File: src/rtl/pixel_scale_div.sv
// Pops one pixel at a time from an upstream normal-mode FIFO and scales it by
// gain/denom using a 16-cycle restoring divider; the result is held until accepted.
module pixel_scale_div #(
    parameter bit SAT_EN = 1'b1
) (
    input  logic       clk,
    input  logic       aclr_n,
    input  logic       enable,
    input  logic [7:0] gain,
    input  logic [7:0] denom,
    input  logic [7:0] fifo_dataout,
    input  logic       fifo_empty,
    output logic       fifo_rdreq,
    output logic [7:0] out_data,
    output logic [7:0] out_remain,
    output logic       out_valid,
    input  logic       out_ready,
    output logic       sat,
    output logic       div0,
    output logic       busy
);

    typedef enum logic [2:0] {IDLE, WAIT, MUL, DIV, OUT} state_t;

    state_t      state, next_state;
    logic [7:0]  pixel_q, gain_q, denom_q;
    logic [15:0] product, quotient;
    logic [7:0]  remainder;
    logic [3:0]  step;

    logic [8:0]  trial;
    logic        trial_ge;
    logic [7:0]  rem_next;
    logic [15:0] quo_next;
    logic [7:0]  result_data;
    logic        result_sat;

    // One restoring step: bring down the next dividend bit MSB first, subtract if it fits.
    always_comb begin
        trial       = {remainder, product[4'd15 - step]};
        trial_ge    = (trial >= {1'b0, denom_q});
        rem_next    = trial_ge ? 8'(trial - {1'b0, denom_q}) : trial[7:0];
        quo_next    = {quotient[14:0], trial_ge};
        result_data = quo_next[7:0];
        result_sat  = 1'b0;
        if (SAT_EN && (quo_next[15:8] != 8'd0)) begin
            result_data = 8'hFF;
            result_sat  = 1'b1;
        end
    end

    // NOTE: sequential state uses non-blocking assignments so every register
    // samples pre-edge values regardless of process evaluation order.
    always_ff @(posedge clk or negedge aclr_n) begin
        if (!aclr_n) state <= IDLE;
        else         state <= next_state;
    end

    // NOTE: defaults first so no path through the case leaves an output
    // unassigned, which would otherwise infer a latch.
    always_comb begin
        next_state = state;
        fifo_rdreq = 1'b0;
        case (state)
            IDLE: begin
                // Gated by reset so nothing is popped while the FSM cannot capture it.
                if (aclr_n && enable && !fifo_empty) begin
                    fifo_rdreq = 1'b1;
                    next_state = WAIT;
                end
            end
            WAIT: next_state = MUL;
            MUL:  next_state = (denom_q == 8'd0) ? OUT : DIV;
            DIV:  if (step == 4'd15) next_state = OUT;
            OUT:  if (out_ready) next_state = IDLE;
            default: next_state = IDLE;
        endcase
    end

    assign out_valid = (state == OUT);
    assign busy      = (state != IDLE);

    // NOTE: every datapath register is cleared on reset because reset must zero
    // both the visible result and the discarded in-flight pixel.
    always_ff @(posedge clk or negedge aclr_n) begin
        if (!aclr_n) begin
            pixel_q    <= '0;
            gain_q     <= '0;
            denom_q    <= '0;
            product    <= '0;
            quotient   <= '0;
            remainder  <= '0;
            step       <= '0;
            out_data   <= '0;
            out_remain <= '0;
            sat        <= 1'b0;
            div0       <= 1'b0;
        end else begin
            case (state)
                WAIT: begin
                    pixel_q <= fifo_dataout;
                    gain_q  <= gain;
                    denom_q <= denom;
                end
                MUL: begin
                    product   <= 16'(pixel_q) * 16'(gain_q);
                    quotient  <= '0;
                    remainder <= '0;
                    step      <= '0;
                    if (denom_q == 8'd0) begin
                        out_data   <= 8'hFF;
                        out_remain <= 8'h00;
                        sat        <= 1'b0;
                        div0       <= 1'b1;
                    end
                end
                DIV: begin
                    quotient  <= quo_next;
                    remainder <= rem_next;
                    step      <= step + 4'd1;
                    if (step == 4'd15) begin
                        out_data   <= result_data;
                        out_remain <= rem_next;
                        sat        <= result_sat;
                        div0       <= 1'b0;
                    end
                end
                default: ;
            endcase
        end
    end

endmodule

File: config.mk
export PLATFORM = sky130hd
export DESIGN_NAME = pixel_scale_div
export DESIGN_NICKNAME = d
export VERILOG_FILES = /design/src/rtl/pixel_scale_div.sv
export SDC_FILE = /design/constraint.sdc
export NUM_CORES = 1
export LEC_CHECK = 0
export BUFFER_PORTS_ARGS = -buffer_cell sky130_fd_sc_hd__buf_2
export CAP_MARGIN = 20
export CORE_MARGIN = 1.5
export CORE_UTILIZATION = 52
export CTS_BUF_LIST = sky130_fd_sc_hd__clkbuf_2
export DETAILED_ROUTE_END_ITERATION = 12
export HOLD_SLACK_MARGIN = 0.02
export PLACE_DENSITY = 0.8
export SLEW_MARGIN = 20
export SYNTH_ARGS = -nofsm -noshare
export SYNTH_HDL_FRONTEND = slang
export SYNTH_SLANG_ARGS = --single-unit
export TNS_END_PERCENT = 50
File: constraint.sdc
create_clock -name clk -period 4 [get_ports clk]
set_input_delay 0.2 -clock clk [delete_from_list [all_inputs] [get_ports clk]]
set_output_delay 0.2 -clock clk [all_outputs]
set_load 0.005 [all_outputs]
# == After elaboration in Yosys (flattened, before gate mapping) ==
# Index checks and enable logic that the tools add are counted.
# word_totals
reg_bits,88
inputBits,29
# classes
n_mux,27
add_sub_neg,3
n_reduce_logical,10
multipliers,1
order_cmp,2
eq_ne,9
# ops
cell,n
$mux 8,6
$pmux 8 s2,3
$pmux 15 s2,1
$mul 8x8->16,1
$pmux 3 s5,1
$mux 3,4
$ge 9x8->1,1
$logic_not 8->1,1
$mux 1,8
$pmux 4 s2,1
$reduce_bool 8->1,1
$sub 8x8->8,1
$eq 3x2->1 const B,2
$ne 2x2->1 const B,3
$reduce_and 3->1,2
$lt 4x5->1 const B,1
$add 4x1->4 const B,1
$bmux 1 s4,1
$eq 4x4->1 const B,1
$pmux 1 s2,2
$sub 4x4->4 const A,1
$eq 3x1->1 const B,1
$eq 3x3->1 const B,1
$logic_not 3->1,1
5 further kinds,6

# == Logic depth before layout (Yosys ltp) ==
# Gate-level depths: netlist of run 1.
# depth
ltp_word,7
depth_mapped,16

# == Worst setup path before layout of run 1 ==
# Ideal clock, no wire load.
# synth_timing
kind,reg2reg
startpoint,register gain_q[7]
endpoint,register product[15]
required_time_ns,3.874
setup_slack_ns,-0.054
path_stages_with_launch,14
arrival_ns,3.928
path_buffers,0
path_cell_list,dfrtp_1 > and2_1 > fa_1 > fa_1 > fa_1 > inv_1 > fa_1 > inv_1 > ha_1 > or3_1 > o2111ai_1 > a22oi_1 > xnor2_1 > o21ai_1
# synth_between
elab_chain_len,1
# synth_lines
element,line,rtl
start: declaration,26,"logic [7:0] pixel_q, gain_q, denom_q;"
start signal: assignment,102,gain_q <= gain;
$mul 8x8->16,106,product <= 16'(pixel_q) * 16'(gain_q);
end signal: assignment,106,
end: declaration,27,"logic [15:0] product, quotient;"
# Every way passes these cells.
# A chain may end at the register's enable or synchronous reset.

# == Worst setup path after layout of run 1 ==
# layout_timing
startpoint,register gain_q[2]
endpoint,register product[15]
# Same word-level chain as after synthesis.

==> results of run 1 <==
## kinds of logic after synthesis
group / count (synthesis)
simple gates: 211
mux: 30
xor+xnor: 12
buf+inv: 89
flops: 88
compound gates: 103
fa+ha+maj: 82
## layer usage
metal / vias to the layer above / wire [um]
li1: 2300 / -
met1: 2479 / 6000
met2: 179 / 7300
met3: 43 / 722
met4: 0 / 494
met5: - / 0
## path summary, 6_finish.rpt
kind / start / slack [ns] / end / depth (start not counted)
max in group asynchronous: aclr_n / 2.86 / pixel_q[4] / 3
min reg2reg: product[0] / 0.50 / product[0] / 2
max reg2reg: gain_q[2] / -0.12 / product[15] / 13
min: aclr_n / 0.03 / out_remain[5] / 2
min in group clk: gain[2] / 0.35 / gain_q[2] / 3
max: gain_q[2] / -0.12 / product[15] / 13
## Yosys cell counts (5+ instances only)
master	n	share of area
fa_1	37	0.12
nand3_1	19	0.016
ha_1	45	0.093
o21ai_1	13	0.011
xor2_1	6	0.0086
nor2_1	13	0.0080
nand2b_1	9	0.0093
mux2i_1	6	0.0099
xnor2_1	6	0.0086
a31oi_1	5	0.0051
a21o_1	9	0.011
nand2_1	96	0.059
nor3_1	7	0.0058
a21oi_1	14	0.012
and2_1	49	0.050
o21ai_0	25	0.021
o22a_1	7	0.010
buf_2	5	0.0041
clkbuf_1	9	0.0056
inv_1	71	0.044
dfrtp_1	88	0.36
mux2_2	15	0.028
## stage by stage
step	cell area (um^2)	utilization	worst slack, ns	hold WS, ns	TNS [ns]
final	7360	0.645	-0.119	0.0297	-0.466
after global routing	7360	0.645	-0.205	0.0412	-1.06
after CTS	7270	0.636	-0.0687	0.0200	-0.189
after detailed placement	6740	0.590	-0.221	0.149	-0.979
after global placement	6740	0.590	-0.0948	0.139	-0.218
after floorplan	6090	-	0.0101	-0.0956	0
## repair_timing
action	in CTS	in global routing
setup buffers	5	1
setup endpoints to repair	7	8
pin swaps	29	9
endpoints found under the hold margin	54	0
hold buffers	28	0
gates resized for setup	31	18
## flip-flops by register name, summed over array words and instances (netlist names), 3 cells and up
signal	flops
denom_q	8
gain_q	8
out_data	8
out_remain	8
pixel_q	8
product	16
quotient	15
remainder	8
state	3
step	4
## worst max-delay path: cells and delay by family (launching register included)
family	cells	cell delay [ns]
and+or+nand+nor	2	0.60
buffers and inverters	2	0.12
AOI/OAI and AO/OA	3	0.40
xor gates and xnor gates	1	0.17
adders and majority gates	5	2.20
DFF	1	0.52
## placed cells by master, fill, tap and decap left out, drive strengths merged, types with 14 or more instances in the layout
cell	instances
nand2	96
buf	95
dfrtp	88
inv	72
and2	49
ha	45
o21ai	39
fa	37
dlygate4sd3	28
nand3	19
mux2	19
nor2	15
a21oi	14
## cell type report
class | instances | area [um^2]
clock inverters | 4 | 21.3
repair buffers | 123 | 885
multi-input cells | 438 | 3740
inverters | 72 | 270
clock buffers | 12 | 60.1
fillers | 857 | 4060
flip-flops and latches | 88 | 2200
well taps | 143 | 179
==> flow_summary.json, run 1 <==
{
  "final.setup.worst_slack_ns": -0.119,
  "grt_pass1_vias": 5092,
  "dp_hpwl_um": 9990,
  "gr-total-overflow": 0,
  "rows": 39,
  "wl_per_cell_um": 16.5,
  "die-height_um": 111,
  "antenna_left": 0,
  "relSlewSlack": 0.496,
  "yosysSeqAreaShare": 0.362,
  "diodes": 0,
  "muxShareOfSynthArea": 0.0654,
  "violations": "negative setup slack",
  "cts_buffers": 9,
  "status": "complete, but fails checks",
  "end_kind": "register",
  "slew_viol_final": 0,
  "crit_required_ns": 4.48,
  "final_cells": 880,
  "worstSetupStartpointType": "register",
  "ys.flop_type": "dfrtp_1",
  "synth_cells": 615,
  "fin_nets": 843,
  "skew_ns": 0.0503,
  "area_growth_pct": 21.0,
  "via_per_inst": 5.68,
  "rsz0062_at_grt": "yes",
  "async_flop_share": 1.00,
  "setup_violations": 6,
  "cts_max_level": 3,
  "drcViolationCount": 0,
  "synth-compound-area-share": 0.114,
  "period_minus_slack_ns": 4.12,
  "clk_latency_ns": 0.60,
  "root_buffer": "clkbuf_2",
  "grt_busiest_layer": "met2",
  "use_met3": 0.0432,
  "tritoncts": "done",
  "synth_edf_count": 0,
  "boundaryPins": 50,
  "start_util": 0.533,
  "path_class": "register to register",
  "ys_ff_latch": 88,
  "fp.dieW_um": 111,
  "vias": 5001,
  "crit_top_cell": "fa_1",
  "hp-class": "input pin to async pin",
  "critPathMaxFanout": 4,
  "fp.coreArea_um2": 11400,
  "met1_usage": 0.307,
  "avgSynthCellArea_um2": 9.89,
  "hold_viol_final": 0,
  "cts_sinks": 88,
  "slowest_stage": "fa_1",
  "synthAdderAreaFrac": 0.214,
  "synth_top_family_by_area": "adder cells",
  "drive_gt1_frac": 0.233,
  "gr-usage-met2": 0.409,
  "placed_cells": 830,
  "fmax_mhz": 243,
  "die_area_um2": 12400,
  "drtIter0Drc": 409,
  "syn_nets": 726,
  "tightest_slew_ns": 0.754,
  "yosysWarnings": 0,
  "grt_max_degree": 61,
  "grt_antenna_before_repair": 0,
  "drv_cap": 0,
  "wl_um": 14500,
  "synth_xor_area_frac": 0.0173,
  "synth_cell_types": 56,
  "cp_cell_sequence": "and2_4 -> fa_1 -> fa_1 -> fa_1 -> inv_1 -> fa_1 -> inv_2 -> ha_4 -> or3_4 -> o2111ai_4 -> a22oi_2 -> xnor2_1 -> o21ai_1",
  "port_buffers": 49,
  "period_share": 1.03,
  "clk_pin_slew_ns": 0.25,
  "synth-simple-area-share": 0.169,
  "cts_max_path_buffers": 2,
  "drt-pass1-iter-count": 5,
  "grt_use_total": 0.240,
  "finalWeightedCongestion": 0.931,
  "cp.arrival_ns": 4.60,
  "syn-cell-area_um2": 6080,
  "grt_pass1_wl_um": 24000,
  "cpPeakStageDelay_ns": 0.54
}
Power of run 1 is left out: the tool's default activity adds up to more than one toggle a clock period on the data nets, which glitch-free logic cannot reach.
==> inputs of run 2 (changes only) <==
- CELL_PAD_IN_SITES_DETAIL_PLACEMENT: not set -> 0
- CELL_PAD_IN_SITES_GLOBAL_PLACEMENT: not set -> 1
- CORE_UTILIZATION: 52 -> 44
- PLACE_DENSITY: 0.8 -> 0.84
- REMOVE_ABC_BUFFERS: not set -> 1
==> run 2 against run 1 <==
  * The run still ends with negative setup slack left
  * Global-route usage is 4.4 points lower
  * Clock-buffer cell count is 2 lower
  * Worst setup slack better by 0.054 ns
  * Clock skew is 0.016 ns lower
  * Die area is 18% higher
  * Design area is 2.0% higher
  * Sequential cell count stayed put
  * Via count is 4.5% lower
  * Wire length is 5.9% lower
  * Worst hold slack better by 0.035 ns
==> flow_summary.json, run 2 (same netlist as run 1, synthesis figures left out) <==
{
  "status": "complete, but fails checks",
  "violations": "negative setup slack",
  "final.setup.worst_slack_ns": -0.0657,
  "cts_buffers": 9,
  "cts_sinks": 88,
  "fmax_mhz": 246,
  "crit_required_ns": 4.44,
  "fp.dieW_um": 121,
  "port_buffers": 49,
  "root_buffer": "clkbuf_2",
  "fp.coreArea_um2": 13300,
  "vias": 4775,
  "cp.arrival_ns": 4.50,
  "tns_ns": -0.186,
  "die-height_um": 121,
  "grt_pass1_wl_um": 22800,
  "top_regs": "product x16, quotient x15",
  "area_growth_pct": 23.4,
  "drtIter0Drc": 297,
  "finalWeightedCongestion": 0.880,
  "largest_reg_flops": 16,
  "drive_gt1_frac": 0.249,
  "period_minus_slack_ns": 4.07,
  "tritoncts": "done",
  "largest-register": "product",
  "rows": 42,
  "gr-total-overflow": 0,
  "start_util": 0.456,
  "diodes": 0,
  "skew_ns": 0.0346,
  "via_per_inst": 5.21,
  "grt_use_total": 0.196,
  "tightest_slew_ns": 0.817,
  "cts_max_level": 3,
  "fin_nets": 848,
  "die_area_um2": 14500,
  "path_class": "register to register",
  "grt_antenna_before_repair": 0,
  "relSlewSlack": 0.456,
  "end_kind": "register",
  "antenna_left": 0,
  "worstSetupStartpointType": "register",
  "wl_um": 13700,
  "final_cell_mix": "94 x nand2_1, 87 x dfrtp_1, 65 x inv_1",
  "critPathMaxFanout": 3,
  "drcViolationCount": 0,
  "final_common_cell": "nand2_1",
  "cts_max_path_buffers": 2,
  "clk_latency_ns": 0.55,
  "setup_violations": 4,
  "wl_per_cell_um": 14.9,
  "hold_viol_final": 0,
  "hp-class": "input pin to register",
  "slew_viol_final": 0,
  "clk_pin_slew_ns": 0.25,
  "grt_max_degree": 65,
  "period_share": 1.02,
  "drt-pass1-iter-count": 4,
  "grt_pass1_vias": 4824,
  "rsz0062_at_grt": "yes",
  "dp_hpwl_um": 9680,
  "drv_cap": 0,
  "fill_cells": 1149,
  "boundaryPins": 50
}
## run 2: what timing repair did
action / in CTS / in global routing
hold buffers: 29 / 0
setup endpoints to repair: 7 / 9
pin swaps: 18 / 37
buffers inserted: 6 / 6
gates resized for setup: 30 / 36
endpoints found under the hold margin: 50 / 0
## run 2: worst max-delay path: stages (launching register included)
cell and delay, ns:
dfrtp_1 0.46, buf_4 0.14, buf_4 0.14, nand2_2 0.08, fa_1 0.44, fa_1 0.57, fa_2 0.44, fa_1 0.50
inv_2 0.05, ha_4 0.16, or3_4 0.40, o2111ai_4 0.22, nand2_1 0.09, xnor2_1 0.16, o21ai_1 0.08
## run 2: worst paths after layout
check,startpoint,endpoint,slack [ns],cells after the start
max,gain_q[5],product[13],-0.07,14
min,enable,state[0],0.06,5
max reg2reg,gain_q[5],product[13],-0.07,14
min reg2reg,quotient[14],quotient[14],0.50,2
max in group asynchronous,aclr_n,pixel_q[3],2.27,4
min in group asynchronous,aclr_n,out_remain[4],0.58,3
## run 2: area by class of cell
class | count | area [um^2] | area share
clock buffer | 10 | 50.0 | 0.00666
clock inverter | 4 | 47.5 | 0.00633
inverter | 72 | 270 | 0.0360
multi-input combinational | 438 | 3770 | 0.503
sequential | 88 | 2200 | 0.293
tap | 176 | 220 | 0.0293
timing repair buffer | 128 | 943 | 0.126
## run 2: metal layers
layer / GRT usage / up-vias / routed length (um)
met5: 0 / - / 0
met4: 0.0551 / 0 / 157
met3: 0.0288 / 15 / 522
met2: 0.322 / 90 / 6770
met1: 0.272 / 2364 / 6200
li1: - / 2306 / -
## run 2: through the flow
stage	cell area [um^2]	cells	worst slack, ns	hold slack, ns	util
2_1_floorplan	6000	598	-0.0715	-0.0956	-
3_3_place_gp	6760	861	-0.180	0.121	0.506
3_5_place_dp	6760	861	-0.260	0.127	0.506
4_1_cts	7320	910	-0.0955	0.0215	0.548
5_1_grt	7510	916	-0.200	0.0278	0.563
6_report	7510	916	-0.0657	0.0648	0.563
Power of run 2 is left out for the same reason.
==> inputs of run 3 (changes only) <==
- SKIP_CTS_REPAIR_TIMING: not set -> 1
==> run 3 against run 2 <==
  * The run still ends with negative setup slack left
  * Core utilization shrank 1.3 points
  * Worst setup slack worse by 0.026 ns
  * Highest routed layer unchanged
  * Register-to-register slack got worse by 0.03 ns
  * Sequential cell count did not move
  * First-iteration DRC count shrank 10%
  * Critical path type unchanged
  * Clock-buffer cell count is the same
  * Maximum frequency shrank 0.62%
  * Wire length down 3.7%
==> flow_summary.json, run 3 (same netlist as run 1, synthesis figures left out) <==
{
  "critPathMaxFanout": 5,
  "period_share": 1.02,
  "cts_max_path_buffers": 2,
  "skew_ns": 0.0348,
  "tns_ns": -0.222,
  "crit_top_cell": "fa_1",
  "drive_gt1_frac": 0.218,
  "grt_pass1_wl_um": 21300,
  "wl_um": 13100,
  "tightest_slew_ns": 0.816,
  "final.setup.worst_slack_ns": -0.0912,
  "via_per_inst": 5.18,
  "grt_use_total": 0.184,
  "gr-usage-met2": 0.300,
  "fin_nets": 834,
  "gr-total-overflow": 0,
  "cts_max_level": 3,
  "final_util": 0.549,
  "final_common_cell": "nand2_1",
  "die_area_um2": 14500,
  "grt_antenna_before_repair": 1,
  "end_kind": "register",
  "setup_violations": 5,
  "cpPeakStageDelay_ns": 0.54,
  "antenna_left": 0,
  "drv_cap": 0,
  "largest-register": "product",
  "met1_usage": 0.258,
  "relSlewSlack": 0.456,
  "grt_busiest_layer": "met2",
  "largest_reg_flops": 16,
  "vias": 4677,
  "drcViolationCount": 0,
  "worstSetupStartpointType": "register",
  "use_met3": 0.0274,
  "period_minus_slack_ns": 4.09,
  "final_cell_mix": "95 x nand2_1, 87 x dfrtp_1, 66 x inv_1",
  "root_buffer": "clkbuf_2",
  "die-height_um": 121,
  "crit_required_ns": 4.43,
  "cts_sinks": 88,
  "grt_pass1_vias": 4550,
  "cts_buffers": 9,
  "status": "complete, but fails checks",
  "start_util": 0.456,
  "rows": 42,
  "violations": "negative setup slack",
  "fp.coreArea_um2": 13300,
  "fmax_mhz": 244,
  "hp-class": "input pin to async pin",
  "hold_viol_final": 0,
  "cp.arrival_ns": 4.52,
  "finalWeightedCongestion": 0.880,
  "clk_pin_slew_ns": 0.25,
  "wl_per_cell_um": 14.6,
  "clk_latency_ns": 0.56,
  "tritoncts": "done",
  "port_buffers": 49,
  "grt_max_degree": 65,
  "slew_viol_final": 0,
  "cp_cell_sequence": "and2_1 -> fa_1 -> inv_1 -> fa_1 -> fa_1 -> fa_1 -> inv_1 -> ha_4 -> or3_4 -> o2111ai_4 -> nand2_2 -> xnor2_2 -> o21ai_1",
  "dp_hpwl_um": 9680,
  "slowest_stage": "fa_1",
  "path_class": "register to register",
  "rsz0062_at_grt": "yes",
  "drtIter0Drc": 267,
  "top_regs": "product x16, quotient x15",
  "drt-pass1-iter-count": 4,
  "boundaryPins": 50,
  "area_growth_pct": 20.5,
  "fp.dieW_um": 121
}
[run 3: final cells by class]
| type | instances | area [um^2] |
|---|---|---|
| Multi-Input combinational cell | 438 | 3730 |
| Clock inverter | 4 | 47.5 |
| Clock buffer | 10 | 50.0 |
| Sequential cell | 88 | 2200 |
| Antenna cell | 1 | 2.50 |
| Fill cell | 1173 | 6020 |
| Timing Repair Buffer | 114 | 805 |
| Inverter | 72 | 270 |
| Tap cell | 176 | 220 |
[run 3: path summary, 6_finish.rpt]
path | cells past startpoint | slack (ns) | startpoint | endpoint
max in group asynchronous | 3 | 2.80 | aclr_n | pixel_q[3]
max | 13 | -0.09 | pixel_q[3] | product[13]
min reg2reg | 2 | 0.50 | quotient[14] | quotient[14]
max reg2reg | 13 | -0.09 | pixel_q[3] | product[13]
min | 2 | 0.05 | aclr_n | out_remain[6]
min in group clk | 5 | 0.05 | fifo_empty | state[0]
[run 3: layer usage]
layer | vias up | wire length, um | share of wire
met3 | 11 | 478 | 0.036
met5 | - | 0 | 0
li1 | 2279 | - | -
met4 | 0 | 146 | 0.011
met2 | 76 | 6400 | 0.49
met1 | 2311 | 6120 | 0.47
[run 3: worst max-delay path: cells and delay by family (launching register included)]
kind                       cells  cell delay, ns
buffers and inverters          2            0.12
DFF                            1            0.51
xor gates and xnor gates       1            0.18
AOI/OAI and AO/OA              2            0.33
adders and majority gates      5            2.19
and+or+nand+nor                3            0.64
[run 3: per-stage QoR]
step / instance area [um^2] / worst slack, ns / hold slack, ns / std cells
6_report: 7330 / -0.0912 / 0.0475 / 903
5_1_grt: 7330 / -0.193 / 0.0220 / 903
4_1_cts: 6850 / -0.291 / -0.522 / 875
3_5_place_dp: 6760 / -0.260 / 0.127 / 861
3_3_place_gp: 6760 / -0.180 / 0.121 / 861
2_1_floorplan: 6000 / -0.0715 / -0.0956 / 598
Power of run 3 is left out for the same reason.
